**config.mk**
```make
export PLATFORM = sky130hd
export DESIGN_NAME = retire_trace_buf
export DESIGN_NICKNAME = d
export VERILOG_FILES = /design/src/rtl/diad_trace_pkg.sv /design/src/rtl/trace_ram.sv /design/src/rtl/retire_trace_buf.sv
export SDC_FILE = /design/constraint.sdc
export NUM_CORES = 1
export LEC_CHECK = 0
export BUFFER_PORTS_ARGS = -buffer_cell sky130_fd_sc_hd__buf_2
export CORE_UTILIZATION = 55
export CTS_CLUSTER_SIZE = 20
export DETAILED_ROUTE_END_ITERATION = 16
export PLACE_DENSITY = 0.78
export SLEW_MARGIN = 20
export SYNTH_ARGS = -nofsm -noshare
export SYNTH_HDL_FRONTEND = slang
export SYNTH_HIERARCHICAL = 1
export SYNTH_SLANG_ARGS = --single-unit
```
**constraint.sdc**
```tcl
create_clock -name clk -period 18.1 [get_ports clk]
set_input_delay 0 -clock clk [delete_from_list [all_inputs] [get_ports clk]]
set_output_delay 0 -clock clk [all_outputs]
set_load 0.01 [all_outputs]
```
**src/rtl/diad_trace_pkg.sv**
```systemverilog
// Shared types and constants for the retirement trace buffer.
// TRACE_TIMESTAMP_EN adds a per-entry cycle stamp to the stored entry.
package diad_trace_pkg;

    localparam int unsigned TRACE_STAMP_W = 32;
    localparam int unsigned DROP_W        = 16;
    localparam int unsigned WADDR_W       = 4;

    typedef enum logic [1:0] {
        ST_IDLE  = 2'd0,
        ST_ARMED = 2'd1,
        ST_POST  = 2'd2,
        ST_DONE  = 2'd3
    } trace_state_t;

    // Fixed-width part of a stored entry. PC, instruction and writeback data
    // widths are module parameters, so the top packs those around this struct.
    typedef struct packed {
`ifdef TRACE_TIMESTAMP_EN
        logic [TRACE_STAMP_W-1:0] stamp;
`endif
        logic                     we;
        logic [WADDR_W-1:0]       waddr;
    } trace_entry_t;

    // Saturating increment for the drop counter.
    function automatic logic [DROP_W-1:0] drop_inc(input logic [DROP_W-1:0] v);
        return (v == '1) ? v : v + 1'b1;
    endfunction

endpackage

```
**src/rtl/trace_ram.sv**
```systemverilog
// Entry storage for the retirement trace buffer: one synchronous write port,
// one asynchronous read port. Contents are not reset.
module trace_ram #(
    parameter int unsigned DEPTH = 16,
    parameter int unsigned WIDTH = 8
) (
    input  logic                     clk,
    input  logic                     we,
    input  logic [$clog2(DEPTH)-1:0] waddr,
    input  logic [WIDTH-1:0]         wdata,
    input  logic [$clog2(DEPTH)-1:0] raddr,
    output logic [WIDTH-1:0]         rdata
);

    logic [WIDTH-1:0] mem [DEPTH];

    // Write the addressed entry on the rising edge.
    always_ff @(posedge clk) begin
        if (we) begin
            mem[waddr] <= wdata;
        end
    end

    assign rdata = mem[raddr];

endmodule

```
**src/rtl/retire_trace_buf.sv**
```systemverilog
// Retirement trace buffer: captures retired instructions into a circular
// buffer while armed, freezes the pre-trigger history on a PC match, captures
// a programmable number of post-trigger retirements, then holds for readout.
// Optional macro TRACE_TIMESTAMP_EN adds a free-running cycle stamp per entry
// and the rd_stamp output.
module retire_trace_buf
    import diad_trace_pkg::*;
#(
    parameter int unsigned PC_W    = 24,
    parameter int unsigned INSTR_W = 24,
    parameter int unsigned DATA_W  = 24,
    parameter int unsigned DEPTH   = 16
) (
    input  logic                       clk,
    input  logic                       rst,
    input  logic                       ret_valid,
    input  logic [PC_W-1:0]            ret_pc,
    input  logic [INSTR_W-1:0]         ret_instr,
    input  logic                       ret_we,
    input  logic [3:0]                 ret_waddr,
    input  logic [DATA_W-1:0]          ret_wdata,
    input  logic                       arm,
    input  logic [PC_W-1:0]            trig_pc,
    input  logic [7:0]                 post_cnt,
    output logic                       rd_valid,
    input  logic                       rd_ready,
    output logic [PC_W-1:0]            rd_pc,
    output logic [INSTR_W-1:0]         rd_instr,
    output logic                       rd_we,
    output logic [3:0]                 rd_waddr,
    output logic [DATA_W-1:0]          rd_wdata,
`ifdef TRACE_TIMESTAMP_EN
    output logic [TRACE_STAMP_W-1:0]   rd_stamp,
`endif
    output logic [1:0]                 state,
    output logic [$clog2(DEPTH):0]     level,
    output logic [DROP_W-1:0]          drop_cnt
);

    localparam int unsigned AW      = $clog2(DEPTH);
    localparam int unsigned LW      = AW + 1;
    localparam int unsigned SIDE_W  = $bits(trace_entry_t);
    localparam int unsigned ENTRY_W = PC_W + INSTR_W + DATA_W + SIDE_W;

    trace_state_t      state_q;
    logic [AW-1:0]     wr_ptr;
    logic [AW-1:0]     rd_ptr;
    logic [LW-1:0]     level_q;
    logic [DROP_W-1:0] drop_q;
    logic [7:0]        post_left;

`ifdef TRACE_TIMESTAMP_EN
    logic [TRACE_STAMP_W-1:0] stamp_q;
`endif

    logic full;
    logic head_valid;
    logic pop;
    logic store;
    logic drop;
    logic adv_head;

    trace_entry_t       wr_side;
    trace_entry_t       rd_side;
    logic [ENTRY_W-1:0] wr_entry;
    logic [ENTRY_W-1:0] rd_entry;
    logic [PC_W-1:0]    rd_pc_raw;
    logic [INSTR_W-1:0] rd_instr_raw;
    logic [DATA_W-1:0]  rd_wdata_raw;

    assign full       = (level_q == LW'(DEPTH));
    assign head_valid = (level_q != '0) && (state_q != ST_ARMED);
    assign pop        = head_valid && rd_ready;

    // Decide per cycle whether the retirement is stored or dropped and whether
    // the head pointer moves (consumer pop, or overwrite of the oldest entry
    // while armed). arm takes precedence over both retirement and pop.
    always_comb begin
        store    = 1'b0;
        drop     = 1'b0;
        adv_head = 1'b0;
        if (!arm) begin
            adv_head = pop;
            unique case (state_q)
                ST_ARMED: begin
                    if (ret_valid) begin
                        store    = 1'b1;
                        adv_head = full;
                    end
                end
                ST_POST: begin
                    if (ret_valid) begin
                        if (!full || pop) begin
                            store = 1'b1;
                        end else begin
                            drop = 1'b1;
                        end
                    end
                end
                default: ;
            endcase
        end
    end

    always_comb begin
        wr_side       = '0;
        wr_side.we    = ret_we;
        wr_side.waddr = ret_waddr;
`ifdef TRACE_TIMESTAMP_EN
        wr_side.stamp = stamp_q;
`endif
    end

    assign wr_entry = {ret_pc, ret_instr, ret_wdata, wr_side};

    trace_ram #(
        .DEPTH (DEPTH),
        .WIDTH (ENTRY_W)
    ) u_ram (
        .clk   (clk),
        .we    (store && !rst),
        .waddr (wr_ptr),
        .wdata (wr_entry),
        .raddr (rd_ptr),
        .rdata (rd_entry)
    );

    assign {rd_pc_raw, rd_instr_raw, rd_wdata_raw, rd_side} = rd_entry;

    // Capture FSM with pointer, level, drop and post-trigger counters.
    always_ff @(posedge clk) begin
        if (rst) begin
            state_q   <= ST_IDLE;
            wr_ptr    <= '0;
            rd_ptr    <= '0;
            level_q   <= '0;
            drop_q    <= '0;
            post_left <= '0;
        end else if (arm) begin
            state_q <= ST_ARMED;
            wr_ptr  <= '0;
            rd_ptr  <= '0;
            level_q <= '0;
            drop_q  <= '0;
        end else begin
            if (store) begin
                wr_ptr <= wr_ptr + 1'b1;
            end
            if (adv_head) begin
                rd_ptr <= rd_ptr + 1'b1;
            end
            if (store && !adv_head) begin
                level_q <= level_q + 1'b1;
            end else if (!store && adv_head) begin
                level_q <= level_q - 1'b1;
            end
            if (drop) begin
                drop_q <= drop_inc(drop_q);
            end
            unique case (state_q)
                ST_ARMED: begin
                    if (ret_valid && (ret_pc == trig_pc)) begin
                        post_left <= post_cnt;
                        state_q   <= (post_cnt == '0) ? ST_DONE : ST_POST;
                    end
                end
                ST_POST: begin
                    if (ret_valid) begin
                        post_left <= post_left - 1'b1;
                        if (post_left == 8'd1) begin
                            state_q <= ST_DONE;
                        end
                    end
                end
                default: ;
            endcase
        end
    end

`ifdef TRACE_TIMESTAMP_EN
    // Free-running cycle stamp, wraps at 2^32.
    always_ff @(posedge clk) begin
        if (rst) begin
            stamp_q <= '0;
        end else begin
            stamp_q <= stamp_q + 1'b1;
        end
    end

    assign rd_stamp = head_valid ? rd_side.stamp : '0;
`endif

    assign rd_valid = head_valid;
    assign rd_pc    = head_valid ? rd_pc_raw    : '0;
    assign rd_instr = head_valid ? rd_instr_raw : '0;
    assign rd_we    = head_valid ? rd_side.we   : 1'b0;
    assign rd_waddr = head_valid ? rd_side.waddr : '0;
    assign rd_wdata = head_valid ? rd_wdata_raw : '0;
    assign state    = state_q;
    assign level    = level_q;
    assign drop_cnt = drop_q;

endmodule

```
==> results.cfg, run 1 <==
[synthesis]
synthDistinctLibCells = 47
ys_seq_area_frac = 0.772
synthArstFlopShare = 0
postSynthAreaPerCell_um2 = 21.5
yosys_warnings = 6
synth_ff_type = edfxtp_1
synthCells = 2276
ys_seq_elements = 1271
synthesis.nets = 2402
synth_edf_count = 1232
synth_area_um2 = 49000

[routing]
wirelength_um = 117000
routedWlPerCell_um = 30.1
first_pass_iters = 6
first_iter_violations = 2854
drc_errors = 0
routed_via_density = 6.45
route.vias.total = 25033
postRouteAntennaNets = 0

[cells_and_area]
drive_gt1_frac = 0.280
final_common_cell = edfxtp_1
fillCellCount = 5464
final_nets = 2748
design_area_um2 = 56300
seq_area_um2 = 37800
final_cell_mix = edfxtp_1 (1232), mux4_2 (308), buf_2 (215)
multi_input_area_um2 = 10700
syn2layout_area_growth_pct = 15.0

[place]
portBuffers = 214
place_area_um2 = 51400
hpwl_um = 59400
place_congestion = 0.810

[global_route]
grt_pass1_wl_um = 168000
grt-ovfl-total = 0
antenna_found_initial = 9
grt_max_degree = 169
grt.total_usage = 0.257
grt_pass1_vias = 25855

[sta]
fmax_ghz = 0.188
slew_violations = 0
fin_crit_ns = 5.33
worstMarginPinSlew_ns = 1.18
fin_crit_sh = 0.295
final_hold_viol_count = 0
maxSlewHeadroom = 0.214
finalSetupViolations = 0
setup_tns_ns = 0
fin_worst_skew_ns = 0.0523
grt_setup_unrepaired = false

[clocking]
cts_buffers = 119
cts_tree = yes
clk_path_buf_depth = 3
cts.clk_slew.worst_paths_ns = 0.07
cts.sinks = 1271
cts-root-buf = clkbuf_16
htree_levels = 3
cts_resized = 0
clkLatencyLatePin_ns = 0.71

[die]
die_h_um = 300
fp.dieArea_um2 = 90200
die_w_um = 300
rows = 109
start_util = 0.555
fp.coreArea_um2 = 88200
io_pins = 215

[worst_hold_path]
hold_path_class = input pin to flip-flop

[critical_path]
path_max_fanout = 48
critPathCaptureType = output port
worst_ep_arrival_time_ns = 5.33
crit_type = flip-flop to output port
cp.required_ns = 18.10
start_kind = flip-flop

[job]
maxCapViolCount = 0

[power]
p_leak_nw = 17.7
p_per_area_nw_per_um2 = 105
ir_drop_mv = 0.0937

[run_status]
status = finished clean
## layout make-up
type / instances / area share
Sequential cell: 1271 / 0.671
Multi-Input combinational cell: 872 / 0.190
Clock buffer: 147 / 0.0555
Timing Repair Buffer: 346 / 0.0425
Tap cell: 1165 / 0.0259
Clock inverter: 67 / 0.0139
Inverter: 12 / 0.000800
Antenna cell: 2 / 0.0000889
## state kept, by name, summed over array words and instances (netlist names)
name and flops:
u_ram/mem 1232, wr_ptr 4, drop_cnt 16, state 2, level 5, rd_ptr 4
post_left 8
## synthesized netlist by cell type, types with 2 or more instances
master | n | share of area
o21ai_0 | 8 | 0.00082
dfxtp_1 | 39 | 0.016
nor3_1 | 14 | 0.0014
edfxtp_1 | 1232 | 0.76
a21o_1 | 6 | 0.00092
buf_1 | 9 | 0.00069
nand3b_1 | 4 | 0.00061
inv_1 | 12 | 0.00092
a22oi_1 | 154 | 0.024
buf_6 | 14 | 0.0032
clkbuf_1 | 72 | 0.0055
a21oi_1 | 18 | 0.0018
nor2_1 | 56 | 0.0043
and2_1 | 78 | 0.010
nand3_1 | 10 | 0.0010
nand4_1 | 12 | 0.0015
a32oi_1 | 2 | 0.00036
nor2b_1 | 9 | 0.0011
nor4_1 | 4 | 0.00051
buf_2 | 26 | 0.0027
xnor2_1 | 37 | 0.0066
or2_2 | 3 | 0.00038
nand2_1 | 89 | 0.0068
ha_1 | 11 | 0.0028
xor2_1 | 10 | 0.0018
or3_1 | 3 | 0.00038
nand2b_1 | 9 | 0.0011
a21boi_0 | 3 | 0.00046
mux2i_1 | 6 | 0.0012
a211oi_1 | 2 | 0.00031
mux4_2 | 308 | 0.14
## worst paths after layout
path	depth (start not counted)	slack [ns]	end	from
hold / removal	6	0.16	state[1]$_SDFFE_PP0P_	trig_pc[13]
setup reg to reg	8	13.56	u_ram/mem[1][34]$_DFFE_PP_	state[0]$_SDFFE_PP0P_
setup / recovery	8	12.77	rd_instr[5]	rd_ptr[0]$_SDFFE_PP0P_
hold reg to reg	2	0.50	post_left[7]$_SDFFE_PP0P_	post_left[7]$_SDFFE_PP0P_
## where the power goes
group          switching [mW]  total [mW]  internal (mW)  leakage (nW)
Combinational          0.0979       0.155         0.0573          4.45
Sequential            0.00342        3.23           3.23          11.4
Clock                    1.07        2.51           1.44          1.88
Total                    1.17        5.89           4.72          17.7
## layer usage
| metal | vias to the layer above | global-route usage | part of all wire |
|---|---|---|---|
| met1 | 13044 | 0.332 | 0.36 |
| met4 | 10 | 0.0747 | 0.028 |
| met2 | 1576 | 0.443 | 0.51 |
| met3 | 247 | 0.0526 | 0.094 |
| met5 | - | 0 | 0.00055 |
| li1 | 10156 | - | - |
## critical path, stage by stage (launching register included)
cell,delay (ns)
dfxtp_4,0.86
buf_4,0.59
buf_4,0.85
buf_4,0.87
mux4_2,0.61
a22oi_1,0.27
nand2_1,0.15
and2_1,0.16
buf_2,0.13
## metrics by stage
stage                util  hold slack (ns)  setup WS [ns]  power, mW  cells
floorplan               -           0.0989          10.37       3.35   2276
global placement    0.582            0.326          12.98       3.42   3570
detailed placement  0.582            0.346          12.91       3.43   3572
CTS                 0.637            0.131          12.17       5.91   3876
global route        0.638            0.182          12.29       6.03   3881
finish              0.638            0.157          12.77       5.89   3882
## cells by family after synthesis
logic type                 count (synthesis)  share of synthesized area
DFF                                     1271                      0.772
muxes                                    314                      0.143
and+or+nand+nor                          297                     0.0308
AOI/OAI and AO/OA                        202                     0.0300
buffers and inverters                    133                     0.0130
xor gates and xnor gates                  47                    0.00841
adders and majority gates                 12                    0.00322
## repair_timing
| item | in CTS | in global routing |
|---|---|---|
| endpoints found under the hold margin | 1247 | 0 |
| setup buffers | 0 | 0 |
| hold buffers | 90 | 0 |
Power figures use the tool's default switching activity.
==> run 2, diff against run 1 <==
--- a/config.mk
+++ b/config.mk
@@ -9,7 +9,7 @@
 export CORE_UTILIZATION = 55
 export CTS_CLUSTER_SIZE = 20
 export DETAILED_ROUTE_END_ITERATION = 16
-export PLACE_DENSITY = 0.78
+export PLACE_DENSITY = 0.81
 export SLEW_MARGIN = 20
 export SYNTH_ARGS = -nofsm -noshare
 export SYNTH_HDL_FRONTEND = slang
==> constraint.sdc (replaced) <==
create_clock -name clk -period 4.48 [get_ports clk]
set_input_delay 0 -clock clk [delete_from_list [all_inputs] [get_ports clk]]
set_output_delay 0 -clock clk [all_outputs]
set_load 0.01 [all_outputs]
==> run 2 against run 1 <==
Against the previous run:
- the flow now finishes with violations (design-rule violations)
- cell area up 0.32%
- via count is 1.0% lower
- global-route usage is 0.065 points lower
- sequential share of layout area shrank 0.22 points
- critical path depth unchanged
- first-iteration DRC count decreased by 17%
- setup slack worse by 12 ns
- combinational power increased to 4.0 times the previous value
- critical endpoint is now u_ram/mem[3][36]$_DFFE_PP_
==> results.cfg, run 2 (synthesis gave the netlist of run 1 again) <==
[critical_path]
path_max_fanout = 77
reg2reg_slack_ns = 0.76
cp.required_ns = 4.77
start_kind = flip-flop
worst_ep_arrival_time_ns = 4.01
critPathCaptureType = flip-flop
crit_type = flip-flop to flip-flop

[sta]
final_hold_viol_count = 0
slew_violations = 0
holdWs_ns = 0.0364
setup_tns_ns = 0
fmax_ghz = 0.269
grt_setup_unrepaired = false
maxSlewHeadroom = 0.229
finalSetupViolations = 0
fin_crit_sh = 0.831
fin_crit_ns = 3.72
fin_worst_skew_ns = 0.0275
worstMarginPinSlew_ns = 1.15

[cells_and_area]
fillCellCount = 5468
drive_gt1_frac = 0.282
final_common_cell = edfxtp_1
syn2layout_area_growth_pct = 15.4
largest_register = u_ram/mem
final_nets = 2751
seq_area_um2 = 37800
largest_register_ffs = 1232
multi_input_area_um2 = 10700
finalNonFillerCells = 3889
final_cell_mix = edfxtp_1 (1232), mux4_2 (308), buf_2 (214)

[die]
die_h_um = 300
rows = 109
io_pins = 215
fp.coreArea_um2 = 88200
die_w_um = 300
start_util = 0.555
fp.dieArea_um2 = 90200

[clocking]
cts_tree = yes
cts.clk_slew.worst_paths_ns = 0.07
clkLatencyLatePin_ns = 0.68
cts.sinks = 1271
clk_path_buf_depth = 3
cts_resized = 0
htree_levels = 3
cts_buffers = 118
cts-root-buf = clkbuf_16

[routing]
routedWlPerCell_um = 29.4
first_pass_iters = 11
route.vias.total = 24780
drc_errors = 4
first_iter_violations = 2367
postRouteAntennaNets = 0
wirelength_um = 114000
routed_via_density = 6.37

[place]
place_congestion = 0.774
dp_cells = 3580
hpwl_um = 58000
portBuffers = 214

[global_route]
grt_pass1_vias = 26287
grt-ovfl-total = 0
grt.total_usage = 0.256
grt_pass1_wl_um = 168000
antenna_found_initial = 13
grt_max_degree = 79

[power]
total_power_mw = 23.5
p_per_area_nw_per_um2 = 416
ir_drop_mv = 0.333
p_leak_nw = 17.7

[job]
maxCapViolCount = 0

[run_status]
violations = design-rule violations
status = finished with violations

[worst_hold_path]
hold_path_class = input pin to flip-flop
run 2: cell count changes in the layout (fill, tap and decap cells not counted), sizes merged:
| cell | before | now |
|---|---|---|
| clkinv | 43 | 50 |
| clkbuf | 147 | 142 |
| clkinvlp | 4 | 9 |
| buf | 256 | 260 |
| bufinv | 15 | 12 |
| diode | 2 | 4 |
| inv | 17 | 15 |
| dlygate4sd3 | 90 | 89 |
run 2: power breakdown:
part	leakage, nW	internal [mW]	switching, mW
Sequential	11.4	13.0	0.0134
Combinational	4.49	0.233	0.389
Clock	1.83	5.56	4.28
run 2: routing by layer:
layer  vias up  share of wire  global-route usage
met5         -         0.0010                   0
met4        18          0.033              0.0921
met3       257          0.099              0.0662
met2      1518           0.51               0.430
met1     12789           0.36               0.325
li1      10198              -                   -
run 2: critical path: stages, from the launching register on:
cell     delay (ns)
dfxtp_1        0.34
inv_1          0.07
ha_1           0.68
o31a_1         0.24
o211a_1        0.27
nor2b_1        0.32
or3b_1         0.59
nor2_4         0.20
buf_12         0.33
run 2: path summary, 6_finish.rpt:
kind	from	to	cells past startpoint
min reg2reg	drop_cnt[1]$_SDFFE_PP0P_	drop_cnt[1]$_SDFFE_PP0P_	2
max reg2reg	state[0]$_SDFFE_PP0P_	u_ram/mem[3][36]$_DFFE_PP_	8
min	rd_ready	wr_ptr[1]$_SDFFE_PP0P_	5
max	state[0]$_SDFFE_PP0P_	u_ram/mem[3][36]$_DFFE_PP_	8
run 2: per-stage QoR:
step / util / setup WS (ns) / instance area (um^2)
floorplan: - / -1.17 / 49000
global placement: 0.587 / 1.10 / 51800
detailed placement: 0.587 / 0.926 / 51800
CTS: 0.640 / 0.898 / 56500
global route: 0.640 / 0.679 / 56500
finish: 0.640 / 0.759 / 56500
run 2: area by class of cell:
| class | count | share of cell area |
|---|---|---|
| Timing Repair Buffer | 350 | 0.0474 |
| Multi-Input combinational cell | 872 | 0.190 |
| Inverter | 12 | 0.000798 |
| Tap cell | 1165 | 0.0258 |
| Clock buffer | 141 | 0.0542 |
| Sequential cell | 1271 | 0.669 |
| Clock inverter | 74 | 0.0129 |
| Antenna cell | 4 | 0.000177 |
run 2: timing repair:
| action | 4_1_cts | 5_1_grt |
|---|---|---|
| hold buffers | 89 | 0 |
| endpoints found under the hold margin | 1246 | 0 |
| buffers inserted | 0 | 0 |
